## config.mk

```make
export PLATFORM = sky130hd
export DESIGN_NAME = key_matrix_scanner
export DESIGN_NICKNAME = d
export VERILOG_FILES = /design/src/rtl/key_matrix_scanner.sv
export SDC_FILE = /design/constraint.sdc
export NUM_CORES = 1
export LEC_CHECK = 0
export ABC_AREA = 1
export CAP_MARGIN = 10
export CORE_ASPECT_RATIO = 0.75
export CORE_MARGIN = 1
export CORE_UTILIZATION = 63
export DETAILED_ROUTE_END_ITERATION = 16
export GPL_ROUTABILITY_DRIVEN = 0
export PLACE_DENSITY = 0.88
export SYNTH_ARGS = -nofsm -noshare
export SYNTH_HDL_FRONTEND = slang
export SYNTH_SLANG_ARGS = --single-unit
export TNS_END_PERCENT = 50
```

## constraint.sdc

```tcl
create_clock -name clk -period 4.2 [get_ports clk]
set_input_delay 0.63 -clock clk [delete_from_list [all_inputs] [get_ports clk]]
set_output_delay 0.63 -clock clk [all_outputs]
set_load 0.02 [all_outputs]
```

## src/rtl/key_matrix_scanner.sv

```systemverilog
// Key matrix scanner for a 4-row x 3-column keypad.
// Drives one column at a time, samples the rows on each scan tick, debounces
// both press and release, and reports one registered key code per physical
// press with a single-cycle key_valid pulse when the code first appears.
module key_matrix_scanner #(
    parameter int SCAN_DIV = 4,   // clk cycles per scan tick (2..65535)
    parameter int DEB_CNT  = 8    // matching ticks to accept press/release (1..255)
) (
    input  logic       clk,
    input  logic       reset,
    input  logic [3:0] key_row,
    output logic [2:0] key_col,
    output logic [3:0] num,
    output logic       key_valid
);

    typedef enum logic [1:0] {
        SCAN     = 2'd0,
        DEBOUNCE = 2'd1,
        PRESSED  = 2'd2,
        RELEASE  = 2'd3
    } state_t;

    localparam logic [15:0] DIV_LAST = 16'(SCAN_DIV - 1);
    localparam logic [7:0]  DEB_LAST = 8'(DEB_CNT);
    localparam logic [3:0]  CODE_SN  = 4'd0;
    localparam logic [3:0]  CODE_SA  = 4'd1;
    localparam logic [3:0]  CODE_SS  = 4'd2;
    localparam logic [3:0]  CODE_D0  = 4'd3;

    state_t      state;
    state_t      state_nxt;
    logic [15:0] div_cnt;
    logic        tick;
    logic [7:0]  deb_cnt;
    logic [7:0]  deb_nxt;
    logic [7:0]  deb_inc;
    logic [1:0]  cand_row;
    logic [1:0]  cand_row_nxt;
    logic [1:0]  cand_col;
    logic [1:0]  cand_col_nxt;
    logic [2:0]  key_col_nxt;
    logic [3:0]  num_nxt;
    logic        key_valid_nxt;
    logic        row_valid;
    logic [1:0]  row_idx;

    // Index of the highest set bit of the row sample; only meaningful when
    // exactly one bit is set.
    function automatic logic [1:0] row_index(input logic [3:0] rows);
        logic [1:0] idx;
        idx = 2'd0;
        for (int i = 0; i < 4; i++) begin
            if (rows[i]) begin
                idx = 2'(i);
            end
        end
        return idx;
    endfunction

    // Index of the driven column from the one-hot column drive.
    function automatic logic [1:0] col_index(input logic [2:0] cols);
        logic [1:0] idx;
        idx = 2'd0;
        for (int i = 0; i < 3; i++) begin
            if (cols[i]) begin
                idx = 2'(i);
            end
        end
        return idx;
    endfunction

    // Next column in the left-to-right rotation 001 -> 010 -> 100 -> 001.
    function automatic logic [2:0] rotate_col(input logic [2:0] cols);
        return {cols[1:0], cols[2]};
    endfunction

    // Keypad legend to key code. Rows 0..2 hold digits 1..9 in reading
    // order; row 3 holds *, 0, #.
    function automatic logic [3:0] key_code(input logic [1:0] row,
                                            input logic [1:0] col);
        logic [3:0] code;
        if (row == 2'd3) begin
            case (col)
                2'd0:    code = CODE_SA;
                2'd1:    code = CODE_D0;
                default: code = CODE_SS;
            endcase
        end else begin
            // digit = row*3 + col + 1, code = digit + 3
            code = {2'b00, row} * 4'd3 + {2'b00, col} + 4'd4;
        end
        return code;
    endfunction

    assign tick      = (div_cnt == DIV_LAST);
    assign row_valid = (key_row != 4'd0) && ((key_row & (key_row - 4'd1)) == 4'd0);
    assign row_idx   = row_index(key_row);
    assign deb_inc   = deb_cnt + 8'd1;

    // Free-running scan divider; tick marks its terminal count.
    always_ff @(posedge clk or posedge reset) begin
        if (reset) begin
            div_cnt <= '0;
        end else if (tick) begin
            div_cnt <= '0;
        end else begin
            div_cnt <= div_cnt + 16'd1;
        end
    end

    // State and registered outputs; all decisions are made in the
    // next-state logic below and only take effect on tick cycles.
    always_ff @(posedge clk or posedge reset) begin
        if (reset) begin
            state     <= SCAN;
            key_col   <= 3'b001;
            num       <= CODE_SN;
            key_valid <= 1'b0;
            deb_cnt   <= '0;
            cand_row  <= '0;
            cand_col  <= '0;
        end else begin
            state     <= state_nxt;
            key_col   <= key_col_nxt;
            num       <= num_nxt;
            key_valid <= key_valid_nxt;
            deb_cnt   <= deb_nxt;
            cand_row  <= cand_row_nxt;
            cand_col  <= cand_col_nxt;
        end
    end

    // Next-state logic: scan, debounce the press, hold, debounce the release.
    // A multi-row sample is treated exactly like an empty one.
    always_comb begin
        state_nxt     = state;
        key_col_nxt   = key_col;
        num_nxt       = num;
        key_valid_nxt = 1'b0;
        deb_nxt       = deb_cnt;
        cand_row_nxt  = cand_row;
        cand_col_nxt  = cand_col;

        if (tick) begin
            case (state)
                SCAN: begin
                    if (row_valid) begin
                        cand_row_nxt = row_idx;
                        cand_col_nxt = col_index(key_col);
                        deb_nxt      = '0;
                        state_nxt    = DEBOUNCE;
                    end else begin
                        key_col_nxt = rotate_col(key_col);
                    end
                end

                DEBOUNCE: begin
                    if (row_valid && (row_idx == cand_row)) begin
                        deb_nxt = deb_inc;
                        if (deb_inc == DEB_LAST) begin
                            state_nxt     = PRESSED;
                            num_nxt       = key_code(cand_row, cand_col);
                            key_valid_nxt = 1'b1;
                        end
                    end else begin
                        // Bounce: give up, keep the column, keep scanning.
                        state_nxt = SCAN;
                    end
                end

                PRESSED: begin
                    // Another single row in this column is ignored; only an
                    // empty sample starts the release debounce.
                    if (!row_valid) begin
                        deb_nxt   = '0;
                        state_nxt = RELEASE;
                    end
                end

                RELEASE: begin
                    if (!row_valid) begin
                        deb_nxt = deb_inc;
                        if (deb_inc == DEB_LAST) begin
                            num_nxt     = CODE_SN;
                            state_nxt   = SCAN;
                            key_col_nxt = rotate_col(key_col);
                        end
                    end else begin
                        // Dropout shorter than the debounce time: still held.
                        state_nxt = PRESSED;
                    end
                end

                default: begin
                    state_nxt = SCAN;
                end
            endcase
        end
    end

endmodule
```

==> impl_metrics.tcl, run 1 <==
set metrics [dict create \
    grt_pass1_wl_um 7100 \
    area_growth_pct 12.8 \
    hold_path_class "register to register" \
    cts_hold_buf 0 \
    avgRoutedWirePerCell_um 11.8 \
    r2r-end "num[2]$_DFFE_PP0P_" \
    ios 14 \
    cts.sinks 38 \
    rsz0062_at_grt "false" \
    num_vias 1784 \
    clockBufferDepth 2 \
    min_from "div_cnt[0]$_DFF_PP0_" \
    cts_setup_buffers 0 \
    synth_edf_count 0 \
    num_rows 18 \
    yosys_warnings 0 \
    die-area_sq_um 3690 \
    grt_overflow 0 \
    grtUsageTotal_pct 25.3 \
    h-tree-depth 2 \
    yosysSeqAreaShare_pct 43.8 \
    start_kind "register" \
    netSwitchingFraction_pct 34.6 \
    grt_max_degree 39 \
    seqPwrFrac_pct 45.5 \
    ys_types 26 \
    holdPathEnd "div_cnt[0]$_DFF_PP0_" \
    async_flop_share_pct 100 \
    whs_path_depth 1 \
    hpwl_um 3040 \
    synth-seq-cells 38 \
    fin_total_pwr_mw 0.964 \
    synth_area_sq_um 2170 \
    relSlewSlack_pct 68.9 \
    routed_wl_um 4040 \
    post-place-cells 335 \
    worst_pin_slew_ns 0.467 \
    worstPathRequired_ns 4.43 \
    numPortBuffers 13 \
    cp-end-kind "register" \
    drt-pass1-iter-count 4 \
    r2r_slack_ns 2.06 \
    die_w_um 69.8 \
    setup_viol 0 \
    cts_buffers 5 \
    antenna_left 0 \
    power.switching_mw 0.333 \
    grt_pass1_vias 1570 \
    p_int_mw 0.631 \
    setup-tns-final_ns 0 \
    p_clk_share_pct 26.2 \
    hold_viol 0 \
    clk_pin_slew_ns 0.08 \
    path_max_fanout 5 \
    cts_tree "done" \
    synth_nets 294 \
    setup.worst_path.class "register to register" \
    slew_viol_final 0 \
    combPwrFrac_pct 28.3 \
    initial_utilization_pct 66.1 \
    timing.hold.ws_ns 0.474 \
    worst-r2r-cell-count 6 \
    irDropWorstVdd_mv 0.354 \
    final_util_pct 74.5 \
    p_per_area_nw_per_um2 393 \
    layout-drive-gt1-share_pct 7.59 \
    leakage_nw 1.31 \
    layoutNonFillerInstCount 343 \
    drc 0 \
    drt-initial-drc-count 116 \
    nNetsFinal 315 \
    root_buffer "clkbuf_8" \
    synth_ff_type "dfrtp_1" \
    fin_crit_ns 2.14 \
    r2r_start "cand_row[0]$_DFFE_PP0P_" \
    antenna_found_initial 0 \
    cp.arrival_ns 2.37 \
    via_per_inst 5.20 \
    fmax_mhz 468 \
    diodes 0 \
    die_y_um 52.9 \
    maxCapViolCount 0 \
    postSynthAreaPerCell_sq_um 7.73 \
    clk_latency_ns 0.29 \
    timing.final.crit_share_pct 50.9 \
    skew_ns 0.0108 \
    status "finished, final reports clean" \
    synth_cells 281 \
    core_sq_um 3290 \
    cts_resized 0 \
]
==> Yosys cell counts (all sizes together) (2+ instances only) <==
| cell | instances | area [sq um] |
|---|---|---|
| fa | 2 | 40.0 |
| nor2 | 30 | 128 |
| o21ai | 13 | 65.1 |
| a21oi | 2 | 10.0 |
| a31oi | 2 | 12.5 |
| nand2 | 85 | 332 |
| ha | 5 | 62.6 |
| inv | 46 | 173 |
| nand3 | 27 | 163 |
| nand3b | 2 | 15.0 |
| o21bai | 2 | 15.0 |
| nor3 | 4 | 31.3 |
| xor2 | 9 | 78.8 |
| nor3b | 2 | 15.0 |
| nand4 | 9 | 56.3 |
| xnor2 | 2 | 17.5 |
| dfrtp | 37 | 926 |
==> per-layer routing <==
layer | share of wire, % | wire, um | global-route usage (%)
met5 | 0 | 0 | 0
met4 | 0.99 | 40 | 6.00
met3 | 6.6 | 267 | 5.33
met2 | 40 | 1600 | 35.3
met1 | 53 | 2130 | 39.8
==> cell families (layout without fill, tap and decap cells) <==
kind of cell,Yosys count,after routing,synth area share (%)
and+or+nand+nor,159,159,34.0
adders and majority gates,7,7,4.72
buffers and inverters,46,68,7.94
DFF,38,38,43.8
xor gates and xnor gates,11,11,4.43
AOI/OAI and AO/OA,20,20,5.07
==> metrics by stage <==
| step | cell area [sq um] | setup WS, ns |
|---|---|---|
| final | 2450 | 2.06 |
| after global routing | 2450 | 1.94 |
| after CTS | 2450 | 2.07 |
| after detailed placement | 2360 | 1.84 |
| after global placement | 2360 | 1.90 |
| after floorplan | 2170 | 2.26 |
==> area by class of cell <==
class	count	area, sq um
Tap cell	40	50.0
Clock buffer	8	90.1
Inverter	46	173
Sequential cell	38	952
Fill cell	251	837
Multi-Input combinational cell	197	1050
Timing Repair Buffer	14	138
==> cells in the final DEF (no fill, tap or decap), drive strengths merged <==
cell and instances:
inv 46, a31oi 2, dfstp 1, clkbuf 8
xnor2 2, nand3 27, nand2 85, a21oi 2
a211oi 1, xor2 9, o21bai 2, nor3b 2
dfrtp 37, nand3b 2, buf 1, clkdlybuf4s50 13
fa 2, nand4 9, ha 5, o21ai 13
nor3 4, nor2 30
==> state kept, by name, summed over array words and instances (netlist names) <==
name,flops
cand_col,2
cand_row,2
deb_cnt,8
div_cnt,16
key_col,3
key_valid,1
num,4
state,2
==> power groups by stage <==
stage               logic (mW)  registers [mW]  clock network, mW
floorplan                0.206           0.435                  0
global placement         0.261           0.444                  0
detailed placement       0.271           0.444                  0
CTS                      0.272           0.438              0.260
global route             0.312           0.444              0.275
finish                   0.273           0.438              0.253
==> worst max path at each step <==
stage                                        from                endpoint  slack (ns)  cells past startpoint
after floorplan           cand_row[0]$_DFFE_PP0P_      num[2]$_DFFE_PP0P_        2.26                      6
after global placement                 key_row[3]  deb_cnt[5]$_DFFE_PP0P_        1.90                     13
after detailed placement               key_row[3]  deb_cnt[4]$_DFFE_PP0P_        1.84                     13
after CTS                 cand_row[0]$_DFFE_PP0P_      num[2]$_DFFE_PP0P_        2.07                      6
after global routing      cand_row[0]$_DFFE_PP0P_      num[2]$_DFFE_PP0P_        1.94                      6
final                     cand_row[0]$_DFFE_PP0P_      num[2]$_DFFE_PP0P_        2.06                      6
==> worst max-delay path, stage by stage, from the launching register on <==
cell	delay [ns]
dfrtp_1	0.45
fa_1	0.50
ha_1	0.22
fa_1	0.47
nor3b_1	0.25
nand3_1	0.12
nand2_1	0.08
Power figures use the tool's default switching activity.
==> run 2: changes to the inputs <==
--- a/config.mk
+++ b/config.mk
@@ -9,10 +9,10 @@
 export CAP_MARGIN = 10
 export CORE_ASPECT_RATIO = 0.75
 export CORE_MARGIN = 1
-export CORE_UTILIZATION = 63
+export CORE_UTILIZATION = 59
 export DETAILED_ROUTE_END_ITERATION = 16
 export GPL_ROUTABILITY_DRIVEN = 0
-export PLACE_DENSITY = 0.88
+export PLACE_DENSITY = 0.84
 export SYNTH_ARGS = -nofsm -noshare
 export SYNTH_HDL_FRONTEND = slang
 export SYNTH_SLANG_ARGS = --single-unit
==> constraint.sdc (replaced) <==
create_clock -name clk -period 2.15 [get_ports clk]
set_input_delay 0.3225 -clock clk [delete_from_list [all_inputs] [get_ports clk]]
set_output_delay 0.3225 -clock clk [all_outputs]
set_load 0.02 [all_outputs]
==> run 2 against run 1 <==
Critical path depth grew 1. Sequential share of layout area shrank 0.73 points. Via count grew 3.8%. Die area grew 6.5%. Power grew 100%. Setup slack lost 2.0 ns. Routed wire length grew 7.7%. Hold slack lost 0.033 ns. Flip-flop and latch count is the same.
==> impl_metrics.tcl, run 2 (synthesized netlist as in run 1, its figures left out) <==
set metrics [dict create \
    top_regs "div_cnt (16), deb_cnt (8), num (4)" \
    p_per_area_nw_per_um2 783 \
    numPortBuffers 13 \
    crit_start "cand_row[0]$_DFFE_PP0P_" \
    die_y_um 54.6 \
    worst_pin_slew_ns 0.486 \
    setup.worst_path.class "register to register" \
    pre_cts_ws_ns 0.0910 \
    path_max_fanout 3 \
    layout-drive-gt1-share_pct 10.1 \
    relSlewSlack_pct 67.6 \
    cp_slowest_stage_delay_ns 0.48 \
    clk_pin_slew_ns 0.08 \
    timing.final.ws_setup_ns 0.0700 \
    grtUsageTotal_pct 24.8 \
    fillers 279 \
    hold_path_class "input port to async pin" \
    met1_length_um 2120 \
    place_area_sq_um 2390 \
    final_common_cell "nand2_1" \
    cts_tree "done" \
    cts_hold_buf 0 \
    skew_ns 0.00938 \
    h-tree-depth 2 \
    ios 14 \
    path_delay_family "adder cells" \
    final_cell_area_sq_um 2500 \
    antenna_left 0 \
    hpwl_um 3050 \
    slowest_stage "fa_1" \
    diodes 0 \
    layoutNonFillerInstCount 358 \
    leakage_nw 1.34 \
    cts_buffers 5 \
    drt-initial-drc-count 108 \
    num_vias 1852 \
    die-area_sq_um 3930 \
    clk_latency_ns 0.30 \
    hold_viol 0 \
    layout_common_cells "nand2_1 (80), inv_1 (43), dfrtp_1 (35), nor2_1 (28), nand3_1 (23)" \
    fin_total_pwr_mw 1.96 \
    antenna_found_initial 0 \
    path_buf_inv 0 \
    top_layer_used "met4" \
    initial_utilization_pct 63.9 \
    route.met3.wl_um 235 \
    timing.final.crit_share_pct 96.7 \
    slew_viol_final 0 \
    final_util_pct 73.7 \
    drt-pass1-iter-count 4 \
    die_w_um 72.1 \
    area_growth_pct 15.3 \
    grt_max_degree 39 \
    via_per_inst 5.17 \
    grt_pass1_wl_um 7050 \
    maxCapViolCount 0 \
    cp.arrival_ns 2.32 \
    setup_viol 0 \
    crit_top_cell "fa_1" \
    avgRoutedWirePerCell_um 12.1 \
    cts.sinks 38 \
    route.met2.wl_um 1920 \
    crit_chain "fa_1 > ha_1 > fa_1 > xnor2_1 > nor3_1 > nand3_1 > nand2_1" \
    drc 0 \
    routed_wl_um 4350 \
    post-place-cells 347 \
    irDropWorstVdd_mv 0.652 \
    largest_reg_flops 16 \
    fin_crit_ns 2.08 \
    grt_pass1_vias 1634 \
    status "finished, final reports clean" \
    fmax_mhz 481 \
    root_buffer "clkbuf_8" \
    core_sq_um 3400 \
    cp-end-kind "register" \
    nNetsFinal 320 \
    clockBufferDepth 2 \
    r2r_start "cand_row[0]$_DFFE_PP0P_" \
    regMostFlops "div_cnt" \
    grt_overflow 0 \
    start_kind "register" \
    num_rows 18 \
    worstPathRequired_ns 2.39 \
]
## run 2: metal layers
metal,global-route usage (%),vias up
met3,6.45,11
met1,33.7,853
met4,9.80,0
li1,-,937
met5,0,-
met2,38.3,51
## run 2: worst reg2reg max path: cells and delay by family, from the launching register on
kind | cells | cell delay [ns]
xor+xnor | 1 | 0.13
fa+ha+maj | 3 | 1.07
flops | 1 | 0.44
simple gates | 3 | 0.40
## run 2: area by class of cell
| class | instances | area, sq um | share of cell area [%] |
|---|---|---|---|
| inverters | 46 | 173 | 6.89 |
| clock buffers | 7 | 86.3 | 3.45 |
| clock inverters | 1 | 5.00 | 0.200 |
| repair buffers | 19 | 175 | 6.99 |
| multi-input cells | 197 | 1050 | 41.9 |
| well taps | 50 | 62.6 | 2.50 |
| flip-flops and latches | 38 | 955 | 38.1 |
## run 2: power breakdown
group | switching (mW) | total, mW | internal (mW)
Clock | 0.257 | 0.516 | 0.259
Sequential | 0.0773 | 0.857 | 0.779
Combinational | 0.341 | 0.590 | 0.249
## run 2: path summary, 6_finish.rpt
check                                                to  slack [ns]  cells past startpoint
worst max register to register       num[3]$_DFFE_PP0P_        0.07                      7
worst min-delay path               state[0]$_DFFE_PP0P_        0.44                      3
worst max-delay path                 num[3]$_DFFE_PP0P_        0.07                      7
max in group asynchronous       cand_row[1]$_DFFE_PP0P_        1.35                      3
worst min register to register     div_cnt[0]$_DFF_PP0_        0.46                      1
min in group clk                   div_cnt[0]$_DFF_PP0_        0.46                      1
## run 2: metrics by stage
| step | hold slack (ns) | setup TNS [ns] |
|---|---|---|
| global route | 0.501 | -0.00263 |
| CTS | 0.454 | 0 |
| detailed placement | 0.457 | 0 |
| finish | 0.441 | 0 |
| global placement | 0.447 | 0 |
| floorplan | 0.433 | 0 |
## run 2: timing repair
| action | CTS | global route |
|---|---|---|
| endpoints found under the setup margin | 0 | 1 |
| setup buffers | 0 | 3 |
| resized for setup | 0 | 2 |
==> patch (flow settings as in run 2) <==
Register the output `key_valid` once more, cleared by the reset; this adds one clock of latency there. The other outputs are not delayed to match. Comments in the files are not updated.
--- a/src/rtl/key_matrix_scanner.sv
+++ b/src/rtl/key_matrix_scanner.sv
@@ -27,6 +27,8 @@
     localparam logic [3:0]  CODE_SA  = 4'd1;
     localparam logic [3:0]  CODE_SS  = 4'd2;
     localparam logic [3:0]  CODE_D0  = 4'd3;
+
+    logic key_valid_s0;
 
     state_t      state;
     state_t      state_nxt;
@@ -116,7 +118,7 @@
             state     <= SCAN;
             key_col   <= 3'b001;
             num       <= CODE_SN;
-            key_valid <= 1'b0;
+            key_valid_s0 <= 1'b0;
             deb_cnt   <= '0;
             cand_row  <= '0;
             cand_col  <= '0;
@@ -124,7 +126,7 @@
             state     <= state_nxt;
             key_col   <= key_col_nxt;
             num       <= num_nxt;
-            key_valid <= key_valid_nxt;
+            key_valid_s0 <= key_valid_nxt;
             deb_cnt   <= deb_nxt;
             cand_row  <= cand_row_nxt;
             cand_col  <= cand_col_nxt;
@@ -199,4 +201,12 @@
         end
     end
 
+    always_ff @(posedge clk or posedge reset) begin
+        if (reset) begin
+            key_valid <= '0;
+        end else begin
+            key_valid <= key_valid_s0;
+        end
+    end
+
 endmodule
Function: same outputs for any inputs over 10 cycles, from zero or initial values and one cycle with reset high; that may be too few to reach the edited logic, so the function may still have changed.
==> patch against run 2 <==
- clock power fell by 7.6%
- synthesized area up 5.6%
- cell area increased by 3.3%
- hold slack worse by 85 ps
- sequential cell count grew 1
- combinational power down 12%
- via count grew 1.2%
- worst setup slack improved by 55 ps
- count of clock-buffer cells in the layout is 1 lower
- power is 4.4% lower
- utilization decreased by 3.4 points
- wire length is 4.9% lower
- global-route usage is 1.3 points lower
- largest cell class unchanged
==> patch: results (changes against run 2) <==
Worst hold path:
- The number of instances on the worst hold path is 0.
- The worst min-delay path category is reg -> reg (was in -> async).

Synth:
- The xor and xnor fraction of the mapped netlist area is 4.962% (was 4.433%).
- The net count after synthesis is 311 (was 294).
- The post-synthesis instance total is 298 (was 281).
- Biggest area contributors in the synthesized netlist: sky130_fd_sc_hd__dfrtp_1 41%, sky130_fd_sc_hd__nand2_1 15%, sky130_fd_sc_hd__nand3_1 6.3% (was sky130_fd_sc_hd__dfrtp_1 43%, sky130_fd_sc_hd__nand2_1 14%, sky130_fd_sc_hd__inv_1 7.4%).
- The part of the Yosys area used for sequential elements is 42.58% (was 43.81%).
- The share of the synthesized area in compound gates (AO/OA/AOI/OAI) is 2.944% (was 5.066%).
- List of most frequent post-synthesis cells: 92 x sky130_fd_sc_hd__nand2_1, 38 x sky130_fd_sc_hd__dfrtp_1, 36 x sky130_fd_sc_hd__inv_1 (was 80 x sky130_fd_sc_hd__nand2_1, 43 x sky130_fd_sc_hd__inv_1, 37 x sky130_fd_sc_hd__dfrtp_1).
- The count of different cell masters after synthesis is 31 (was 26).

Route:
- The met2 routed wirelength is 1.963 mm (was 1.916 mm).
- The met3 layer wire length in the routed design is 215 µm (was 235 µm).
- The routed via count was 1,874 (was 1,852).
- The first-pass iteration count of the detailed router was 4 (unchanged).
- The number of design-rule violations left by the first detailed-router iteration is 134 (was 108).
- The total routed wirelength is 4.133 mm (was 4.347 mm).
- The length of routed wiring on met1 was 1.932 mm (was 2.117 mm).

Cells and area:
- The filler-free cell count of the finished design is 373 (was 358).
- The final-stage net count was 333 (was 320).
- The share of post-route cells with drive strength above 1 is 14.02% (was 10.06%).

Status:
- Run status: finished clean (unchanged).

Timing:
- The clock tree skew after final layout is 2.061 ps (was 9.383 ps).
- The slew at the pin with the worst max-slew slack is 492.2 ps (was 485.6 ps).

Setup path:
- The worst path arrival time was 2250 ps (was 2320 ps).
- The depth of the most critical reg-to-reg path is 6 (was 7).

Global route:
- The pin count of the biggest net entering global routing is 40 (was 39).
- The via count of the first global-routing pass came to 1,731 (was 1,634).
- The total track usage is 23.47% (was 24.75%).
- The wire length of the first global-routing pass was 7.486 mm (was 7.051 mm).

Power:
- The leakage power figure is 1.344 nW (was 1.336 nW).
- The highest ir drop seen on vdd is 0.0007086 V (was 0.0006520 V).

Clock network:
- The clock insertion delay at the later pin of the skew report is 280 ps (was 300 ps).

Placed design:
- The detailed-placement wirelength estimate is 3.131 mm (was 3.049 mm).
- The number of placed cells counting well taps is 363 (was 347).
- The post-placement worst setup slack is 82.30 ps (was 90.98 ps).
- The instance area at placement came to 2482 µm² (was 2389 µm²).
## patch: changes by cell type after synthesis, sizes merged, moves of 3 or more
cell,run 2,this run
nand3,27,32
nand4,9,4
nor3,4,7
o21ai,13,9
nand2,85,99
## patch: cell type report
type	instances	area [µm²]	area share, %
Clock buffer	6	72.57	2.805
Clock inverter	2	12.51	0.4836
Inverter	48	183.9	7.108
Multi-Input combinational cell	209	1114	43.04
Sequential cell	39	979.7	37.86
Tap cell	52	65.06	2.515
Timing Repair Buffer	17	160.2	6.190
## patch: path summary, 6_finish.rpt
check | slack [ps] | end | startpoint
worst min-delay path | 360 | key_valid | key_valid_s0
worst min register to register | 360 | key_valid | key_valid_s0
min in group asynchronous | 450 | deb_cnt[4] | reset
max in group asynchronous | 1330 | cand_row[0] | reset
worst max-delay path | 130 | num[2] | cand_row[0]
worst max register to register | 130 | num[2] | cand_row[0]
## patch: routing by layer
| layer | GRT usage (%) | vias up |
|---|---|---|
| li1 | - | 967 |
| met1 | 34.01 | 859 |
| met5 | 0 | - |
| met4 | 4.945 | 0 |
| met2 | 36.23 | 46 |
| met3 | 4.891 | 2 |
## patch: worst reg2reg max path, stage by stage (launching register included)
cell and delay, ps:
sky130_fd_sc_hd__dfrtp_2 430, sky130_fd_sc_hd__fa_1 490, sky130_fd_sc_hd__ha_2 200, sky130_fd_sc_hd__fa_1 470, sky130_fd_sc_hd__nor3b_1 200, sky130_fd_sc_hd__nand3_1 100, sky130_fd_sc_hd__nand2_1 70
## patch: report_power, final
group          leakage, nW  total, mW  switching [mW]  internal (mW)
combinational        0.779      0.522           0.305          0.217
sequential           0.524      0.877          0.0831          0.793
clock               0.0412      0.477           0.250          0.227
total                 1.34       1.88           0.638           1.24
